**src/rtl/pc_fetch_gen.sv**
```systemverilog
// pc_fetch_gen: program-counter generator for an instruction fetch stage.
//
// Issues sequential fetch addresses (PC_WIDTH bits wide, advancing by STEP)
// through a valid/ready handshake. Redirect channels (branch, jump, trap)
// can override the sequential PC. Channel 0 has the highest priority. A
// stall input freezes issue. Redirects that arrive during a stall, or while
// leaving reset, are kept in a single pending slot and applied when issue
// resumes. Every output comes straight from a register.
//
// Ports
//   clk          in   clock, rising edge
//   rst          in   synchronous active-high reset
//   hold         in   stall: freeze PC issue while high
//   redir_valid  in   [NUM_REDIR]            per-channel redirect request
//   redir_addr   in   [NUM_REDIR*PC_WIDTH]   packed redirect targets
//   pc_ready     in   fetch stage accepts pc_out this cycle
//   pc_valid     out  pc_out is a valid fetch address
//   pc_out       out  [PC_WIDTH]             current fetch address
//   redir_src    out  [NUM_REDIR]  one-hot of the channel taken last cycle
//   misalign     out  one-cycle pulse: taken redirect target was not aligned
module pc_fetch_gen #(
    parameter int                    PC_WIDTH  = 32,
    parameter int                    STEP      = 4,
    parameter int                    NUM_REDIR = 2,
    parameter logic [PC_WIDTH-1:0]   RESET_PC  = {PC_WIDTH{1'b0}}
) (
    input  logic                          clk,
    input  logic                          rst,
    input  logic                          hold,
    input  logic [NUM_REDIR-1:0]          redir_valid,
    input  logic [NUM_REDIR*PC_WIDTH-1:0] redir_addr,
    input  logic                          pc_ready,
    output logic                          pc_valid,
    output logic [PC_WIDTH-1:0]           pc_out,
    output logic [NUM_REDIR-1:0]          redir_src,
    output logic                          misalign
);

    typedef enum logic [1:0] {
        BOOT  = 2'd0,
        RUN   = 2'd1,
        STALL = 2'd2
    } state_t;

    localparam logic [PC_WIDTH-1:0] STEP_W   = PC_WIDTH'(STEP);
    localparam logic [PC_WIDTH-1:0] LOW_MASK = PC_WIDTH'(STEP - 1);

    state_t                 state_r, state_nxt_s;
    logic [PC_WIDTH-1:0]    pc_r, pc_nxt_s;
    logic                   pc_valid_r;
    logic                   pend_valid_r, pend_valid_nxt_s;
    logic [PC_WIDTH-1:0]    pend_addr_r, pend_addr_nxt_s;
    logic [NUM_REDIR-1:0]   redir_src_r, redir_src_nxt_s;
    logic                   misalign_r, misalign_nxt_s;

    logic [NUM_REDIR-1:0]   sel_onehot_s;
    logic                   sel_hit_s;
    logic [PC_WIDTH-1:0]    sel_addr_s;
    logic [PC_WIDTH-1:0]    target_s;
    logic                   target_mis_s;
    logic                   xfer_s;

    // Redirect arbitration: isolate the lowest set request bit and mux its address.
    always_comb begin
        sel_onehot_s = redir_valid & (~redir_valid + NUM_REDIR'(1'b1));
        sel_hit_s    = |redir_valid;
        sel_addr_s   = {PC_WIDTH{1'b0}};
        for (int i = 0; i < NUM_REDIR; i++) begin
            sel_addr_s = sel_addr_s |
                         (redir_addr[i*PC_WIDTH +: PC_WIDTH] & {PC_WIDTH{sel_onehot_s[i]}});
        end
        target_s     = sel_addr_s & ~LOW_MASK;
        target_mis_s = |(sel_addr_s & LOW_MASK);
        xfer_s       = pc_valid_r & pc_ready;
    end

    // Next-state, next-PC and pending-redirect logic.
    always_comb begin
        state_nxt_s      = state_r;
        pc_nxt_s         = pc_r;
        pend_valid_nxt_s = pend_valid_r;
        pend_addr_nxt_s  = pend_addr_r;
        redir_src_nxt_s  = {NUM_REDIR{1'b0}};
        misalign_nxt_s   = 1'b0;

        // A redirect is reported in the cycle it is selected, whether it is
        // applied at once or parked in the pending slot.
        if (sel_hit_s) begin
            redir_src_nxt_s = sel_onehot_s;
            misalign_nxt_s  = target_mis_s;
        end else begin
            redir_src_nxt_s = {NUM_REDIR{1'b0}};
        end

        case (state_r)
            RUN: begin
                // An address accepted in this cycle must not be issued again,
                // so it advances even when the stall begins now.
                if (xfer_s) begin
                    pc_nxt_s = pc_r + STEP_W;
                end else begin
                    pc_nxt_s = pc_r;
                end
                if (hold) begin
                    state_nxt_s = STALL;
                    if (sel_hit_s) begin
                        pend_valid_nxt_s = 1'b1;
                        pend_addr_nxt_s  = target_s;
                    end else begin
                        pend_valid_nxt_s = pend_valid_r;
                    end
                end else begin
                    state_nxt_s = RUN;
                    if (sel_hit_s) begin
                        pc_nxt_s = target_s;
                    end else begin
                        pend_valid_nxt_s = pend_valid_r;
                    end
                end
            end
            BOOT, STALL: begin
                if (hold) begin
                    state_nxt_s = STALL;
                    if (sel_hit_s) begin
                        pend_valid_nxt_s = 1'b1;
                        pend_addr_nxt_s  = target_s;
                    end else begin
                        pend_valid_nxt_s = pend_valid_r;
                    end
                end else begin
                    // Leaving the stall: a fresh redirect beats the parked one.
                    state_nxt_s      = RUN;
                    pend_valid_nxt_s = 1'b0;
                    if (sel_hit_s) begin
                        pc_nxt_s = target_s;
                    end else if (pend_valid_r) begin
                        pc_nxt_s = pend_addr_r;
                    end else begin
                        pc_nxt_s = pc_r;
                    end
                end
            end
            default: begin
                state_nxt_s      = BOOT;
                pc_nxt_s         = RESET_PC;
                pend_valid_nxt_s = 1'b0;
                pend_addr_nxt_s  = {PC_WIDTH{1'b0}};
            end
        endcase
    end

    // State, PC, pending slot and output registers with synchronous reset.
    always_ff @(posedge clk) begin
        if (rst) begin
            state_r      <= BOOT;
            pc_r         <= RESET_PC;
            pc_valid_r   <= 1'b0;
            pend_valid_r <= 1'b0;
            pend_addr_r  <= {PC_WIDTH{1'b0}};
            redir_src_r  <= {NUM_REDIR{1'b0}};
            misalign_r   <= 1'b0;
        end else begin
            state_r      <= state_nxt_s;
            pc_r         <= pc_nxt_s;
            pc_valid_r   <= (state_nxt_s == RUN);
            pend_valid_r <= pend_valid_nxt_s;
            pend_addr_r  <= pend_addr_nxt_s;
            redir_src_r  <= redir_src_nxt_s;
            misalign_r   <= misalign_nxt_s;
        end
    end

    assign pc_valid  = pc_valid_r;
    assign pc_out    = pc_r;
    assign redir_src = redir_src_r;
    assign misalign  = misalign_r;

endmodule
```
**config.mk**
```make
export PLATFORM = sky130hd
export DESIGN_NAME = pc_fetch_gen
export DESIGN_NICKNAME = d
export VERILOG_FILES = /design/src/rtl/pc_fetch_gen.sv
export SDC_FILE = /design/constraint.sdc
export NUM_CORES = 1
export LEC_CHECK = 0
export ABC_AREA = 0
export CELL_PAD_IN_SITES_DETAIL_PLACEMENT = 0
export CELL_PAD_IN_SITES_GLOBAL_PLACEMENT = 1
export CORE_MARGIN = 5
export CORE_UTILIZATION = 38
export CTS_CLUSTER_SIZE = 25
export DETAILED_ROUTE_END_ITERATION = 6
export PLACE_DENSITY = 0.83
export SLEW_MARGIN = 20
export SYNTH_ARGS = -nofsm -noshare
export SYNTH_HDL_FRONTEND = slang
export SYNTH_SLANG_ARGS = --single-unit
```
**constraint.sdc**
```tcl
create_clock -name clk -period 2.6 [get_ports clk]
set_input_delay 0.39 -clock clk [delete_from_list [all_inputs] [get_ports clk]]
set_output_delay 0.39 -clock clk [all_outputs]
set_load 0.005 [all_outputs]
```
Word level (Yosys, flattened, before mapping)
Cells that the tools add are included.
{ "totals": {"reg_bits": 69, "input_bits": 70, "word_cells": 45} }
{ "classes": {"add_sub_neg": 2, "eq_ne": 6, "muxes": 13, "bitwise": 8, "n_reduce_logical": 9} }
{ "op_table": {"columns": ["op", "n"], "rows": [
  ["two-way mux 32 bit", 6],
  ["AND 32 bit", 2],
  ["case mux 32 bit (2 select lines)", 1],
  ["adder 32 x 3 -> 32 bit, second input constant", 1],
  ["bitwise OR 32 bit", 1],
  ["OR reduction 2 bit", 5],
  ["== test 2 x 1 -> 1 bit, second input constant", 2],
  ["two-way mux 2 bit", 2],
  ["!= test 2 bit, second input constant", 2],
  ["AND reduction 2 bit", 2],
  ["two-way mux 1 bit", 3],
  ["!= test 3 bit, second input constant", 1],
  ["OR reduction 3 bit", 1],
  ["adder 2 x 1 -> 2 bit, second input constant", 1],
  ["AND 2 bit", 1],
  ["== test 2 bit, second input constant", 1],
  ["logical NOT 2 bit", 1],
  ["inverter 1 bit", 2],
  ["inverter 2 bit", 1],
  ["case mux 1 bit (2 select lines)", 1],
  ["AND 1 bit", 1]
]} }

Logic depth before layout (Yosys ltp)
{ "logic_depth": {"word_depth": 8, "mapped_depth": 8} }

Least setup slack after synthesis
OpenSTA, ideal clock, no wires.
{ "synth_timing": {"path_type": "input port to flip-flop", "startpoint": "input port redir_valid[1]", "endpoint": "register pc_r[17], in the netlist pc_out[17]", "setup_ps": 119, "arrival_time_ps": 1610, "path_slack_ps": 872, "stages": 7, "n_path_buf": 2, "path_cell_list": "buf_2 > nor2_2 > o31a_1 > buf_2 > o22ai_1 > o21a_1 > o221a_1"} }
{ "synth_via": {"elab_chain_cells": 8} }
{ "synth_lines": {"columns": ["item", "line", "text"], "rows": [
  ["start: declaration", "30", "input logic [NUM_REDIR-1:0] redir_valid,"],
  ["inverter 2 bit", "65", "sel_onehot_s = redir_valid & (~redir_valid + NUM_REDIR'(1'b1));"],
  ["adder 2 x 1 -> 2 bit", "65", null],
  ["AND 2 bit", "65", null],
  ["AND 32 bit", "70", "(redir_addr[i*PC_WIDTH +: PC_WIDTH] & {PC_WIDTH{sel_onehot_s[i]}});"],
  ["bitwise OR 32 bit", "69", "sel_addr_s = sel_addr_s |"],
  ["two-way mux 32 bit, on equally long branches", "134, 114", null],
  ["two-way mux 32 bit, on equally long branches", "122, 104", null],
  ["case mux 32 bit (2 select lines)", "95", "case (state_r)"],
  ["end signal: assignment", "164", "pc_r <= pc_nxt_s;"],
  ["end: declaration", "49", "logic [PC_WIDTH-1:0] pc_r, pc_nxt_s;"]
]} }
Several ways; a longest one is shown, not always the timed one. The select of a mux whose other input is x is not followed.
A chain may end at the register's enable or synchronous reset.

Worst setup path in the final report
{ "layout_timing": {"startpoint": "input port pc_ready", "endpoint": "register pc_r[26], in the netlist pc_out[26]"} }
{ "layout_via": {"elab_chain_cells": 5} }
{ "layout_lines": {"columns": ["item", "line", "text"], "rows": [
  ["start: declaration", "32", "input logic pc_ready,"],
  ["AND 1 bit (*)", "74", "xfer_s = pc_valid_r & pc_ready;"],
  ["two-way mux 32 bit (*)", "99", "if (xfer_s) begin"],
  ["two-way mux 32 bit", "114", "if (sel_hit_s) begin"],
  ["two-way mux 32 bit (*)", "104", "if (hold) begin"],
  ["case mux 32 bit (2 select lines) (*)", "95", null]
]} }
Mark *: on every way between the ends. The rest lies on a longest branch, timed or not.

==> out/metrics.yaml <==
run_status:
  status: "completed"
cells_and_area:
  final_net_count: 734
  fill_cells: 1095
  drive_gt1_share_pct: 10.6
  finish.instance_area_um2: 5650
  syn2layout_area_growth_pct: 36.0
  layout_common_cells: "clkdlybuf4s50_1, nor2_1, dfxtp_1"
  layout_commonest_cell: "clkdlybuf4s50_1"
  insertedDiodeCount: 0
logic_synthesis:
  synth_top_area_cell: "dfxtp_1"
  synth_area_um2: 4150
  netlist_top_cells_area: "dfxtp_1, nor2_1, a211oi_1, nand2_1, a31oi_1"
  ys_seq_area_share_pct: 31.8
  postSynthCellCount: 559
  ys_ff_latch: 66
  yosys_warnings: 0
  yosysTopAreaCellShare_pct: 31.8
  synth_ff_type: "dfxtp_1"
  synth_enable_flop_cells: 0
  ys_types: 69
  syn_area_per_cell_um2: 7.43
  synthArstFlopShare_pct: 0
grt:
  grt_pass1_wl_mm: 23.4
  grt_pass1_vias: 4307
  antenna_found_initial: 0
  grt-ovfl-total: 0
  grt_max_degree: 38
  track_usage_pct: 22.4
place:
  post_dp_cell_area_um2: 5420
  place_congestion: 0.900
  port_buffers: 103
  post-dp-hpwl_mm: 11.0
detailed_routing:
  routed_wl_mm: 14.8
  drtIter0Drc: 385
  vias: 4642
  drt-vias-per-instance: 5.75
  post_drt_wl_per_cell_um: 18.3
  drt-pass1-iter-count: 6
  ant_nets: 0
  drc: 0
sta:
  fin_setup_tns_ns: 0
  drv_slew: 0
  rsz0062_at_grt: "false"
  fmax_ghz: 0.460
  fin_crit_ns: 2.17
  relSlewSlack_pct: 57.3
  skew_ns: 0.0100
  hold_viol_final: 0
  period_share_pct: 83.6
  final-setup-viol-count: 0
  worst_pin_slew_ns: 0.636
floorplanning:
  core_area_um2: 10800
  boundaryPins: 106
  chipHeight_um: 115
  initial_core_util_pct: 38.5
  die_width_um: 115
  dieArea_um2: 13100
  rows: 38
cts:
  cts_sinks: 66
  cts_tree: "done"
  clkTransAtPathRegs_ns: 0.08
  cts_resized: 0
  postCtsHoldBufs: 0
  post-cts-setup-buffers: 0
  clockBufferDepth: 2
  root_buffer: "clkbuf_8"
  numCtsBuffers: 9
  insertion_delay_ns: 0.35
  htreeDepth: 3
setup_path:
  timing.rr.start: "pc_out[2]$_SDFFE_PP0P_"
  cp-start-kind: "input pin"
  path_cells: "clkdlybuf4s50_1, nand4_2, nor3_2, and4_1, o21ai_1, a221oi_1"
  arrival_ns: 2.43
  r2r_cells: 6
  crit_end: "pc_out[26]$_SDFFE_PP0P_"
  end_kind: "flip-flop"
  crit_required_ns: 2.85
  cp_slowest_cell: "clkdlybuf4s50_1"
  worstPathMaxFanout: 8
  r2r-end: "pc_out[26]$_SDFFE_PP0P_"
  slowest_delay_ns: 0.62
  r2r_slack_ns: 0.47
  startpoint: "pc_ready"
  critical_path_class: "in -> reg"
power:
  power_density_nw_per_um2: 512
  vdd_drop_max_uv: 276
  p_leak_uw: 0.00210
hold_path:
  hp-class: "reg -> reg"
run:
  drv_cap: 0
## power breakdown
group | internal, uW | total (uW) | switching (uW)
Sequential | 1090 | 1170 | 81.5
Clock | 568 | 1010 | 440
Combinational | 348 | 709 | 361
Total | 2010 | 2890 | 883
## metrics by stage
step | setup WS [ns] | util (%) | hold WS [ns] | cells | power [uW]
floorplan | 0.872 | - | 0.436 | 560 | 1540
global placement | 0.0987 | 50.2 | 0.443 | 792 | 1890
detailed placement | 0.0884 | 50.2 | 0.448 | 792 | 1900
CTS | 0.393 | 52.3 | 0.457 | 808 | 2900
global route | 0.317 | 52.3 | 0.499 | 808 | 3030
finish | 0.426 | 52.3 | 0.462 | 808 | 2890
## cell families after synthesis
family | share of synthesized area [%]
adders and majority gates | 0.301
AOI/OAI and AO/OA | 31.2
other | 0.0903
xor gates and xnor gates | 2.32
DFF | 31.8
buffers and inverters | 6.33
muxes | 0.753
and+or+nand+nor | 27.1
## synthesized netlist by cell type, drive strengths merged, types with 3 or more instances
| cell type | instances |
|---|---|
| nor2 | 71 |
| dfxtp | 66 |
| nand2 | 52 |
| o21ai | 44 |
| a21oi | 34 |
| a211oi | 28 |
| a31oi | 28 |
| nand3 | 26 |
| buf | 23 |
| clkbuf | 21 |
| inv | 18 |
| nor3 | 17 |
| and2 | 16 |
| and3 | 10 |
| nand4 | 9 |
| o211ai | 8 |
| o22ai | 8 |
| xor2 | 8 |
| a221oi | 7 |
| a311oi | 7 |
| and4 | 5 |
| nand2b | 5 |
| nor4 | 5 |
| a211o | 3 |
| xnor2 | 3 |
## cell type report
| cell class | instances | area, um2 | area share [%] |
|---|---|---|---|
| Sequential cell | 66 | 1320 | 23.4 |
| Clock inverter | 6 | 88.8 | 1.57 |
| Timing Repair Buffer | 136 | 1280 | 22.6 |
| Tap cell | 140 | 175 | 3.10 |
| Inverter | 18 | 67.6 | 1.20 |
| Clock buffer | 10 | 138 | 2.44 |
| Multi-Input combinational cell | 432 | 2580 | 45.7 |
## sequential cells by signal, summed over array words and instances, names as in the netlist
name / flops
pc_valid: 1
redir_src: 2
state_r: 1
pend_valid_r: 1
misalign: 1
pc_out: 30
pend_addr_r: 30
## worst min-delay path by stage
stage	startpoint	end	slack, ns	depth (start not counted)
3_5_place_dp	pend_addr_r[15]$_SDFFE_PP0P_	pend_addr_r[15]$_SDFFE_PP0P_	0.45	2
5_1_grt	pend_addr_r[15]$_SDFFE_PP0P_	pend_addr_r[15]$_SDFFE_PP0P_	0.50	2
2_1_floorplan	pend_addr_r[15]$_SDFFE_PP0P_	pend_addr_r[15]$_SDFFE_PP0P_	0.44	2
4_1_cts	pend_addr_r[15]$_SDFFE_PP0P_	pend_addr_r[15]$_SDFFE_PP0P_	0.46	2
6_report	pend_addr_r[9]$_SDFFE_PP0P_	pend_addr_r[9]$_SDFFE_PP0P_	0.46	2
3_3_place_gp	pend_addr_r[15]$_SDFFE_PP0P_	pend_addr_r[15]$_SDFFE_PP0P_	0.44	2
## layer usage
metal,global-route usage [%],vias up,part of all wire [%],wire length [um]
met2,32.8,193,44,6480
met1,34.1,2159,47,6960
li1,-,2280,-,-
met3,2.96,10,8.2,1220
met4,6.10,0,0.97,144
met5,0,-,0,0
## worst max-delay path, delay by kind of cell
kind / cells / cell delay [ns]
compound gates: 2 / 0.35
buf+inv: 1 / 0.62
simple gates: 3 / 1.07
No activity file was read; power rests on OpenSTA's default activity.
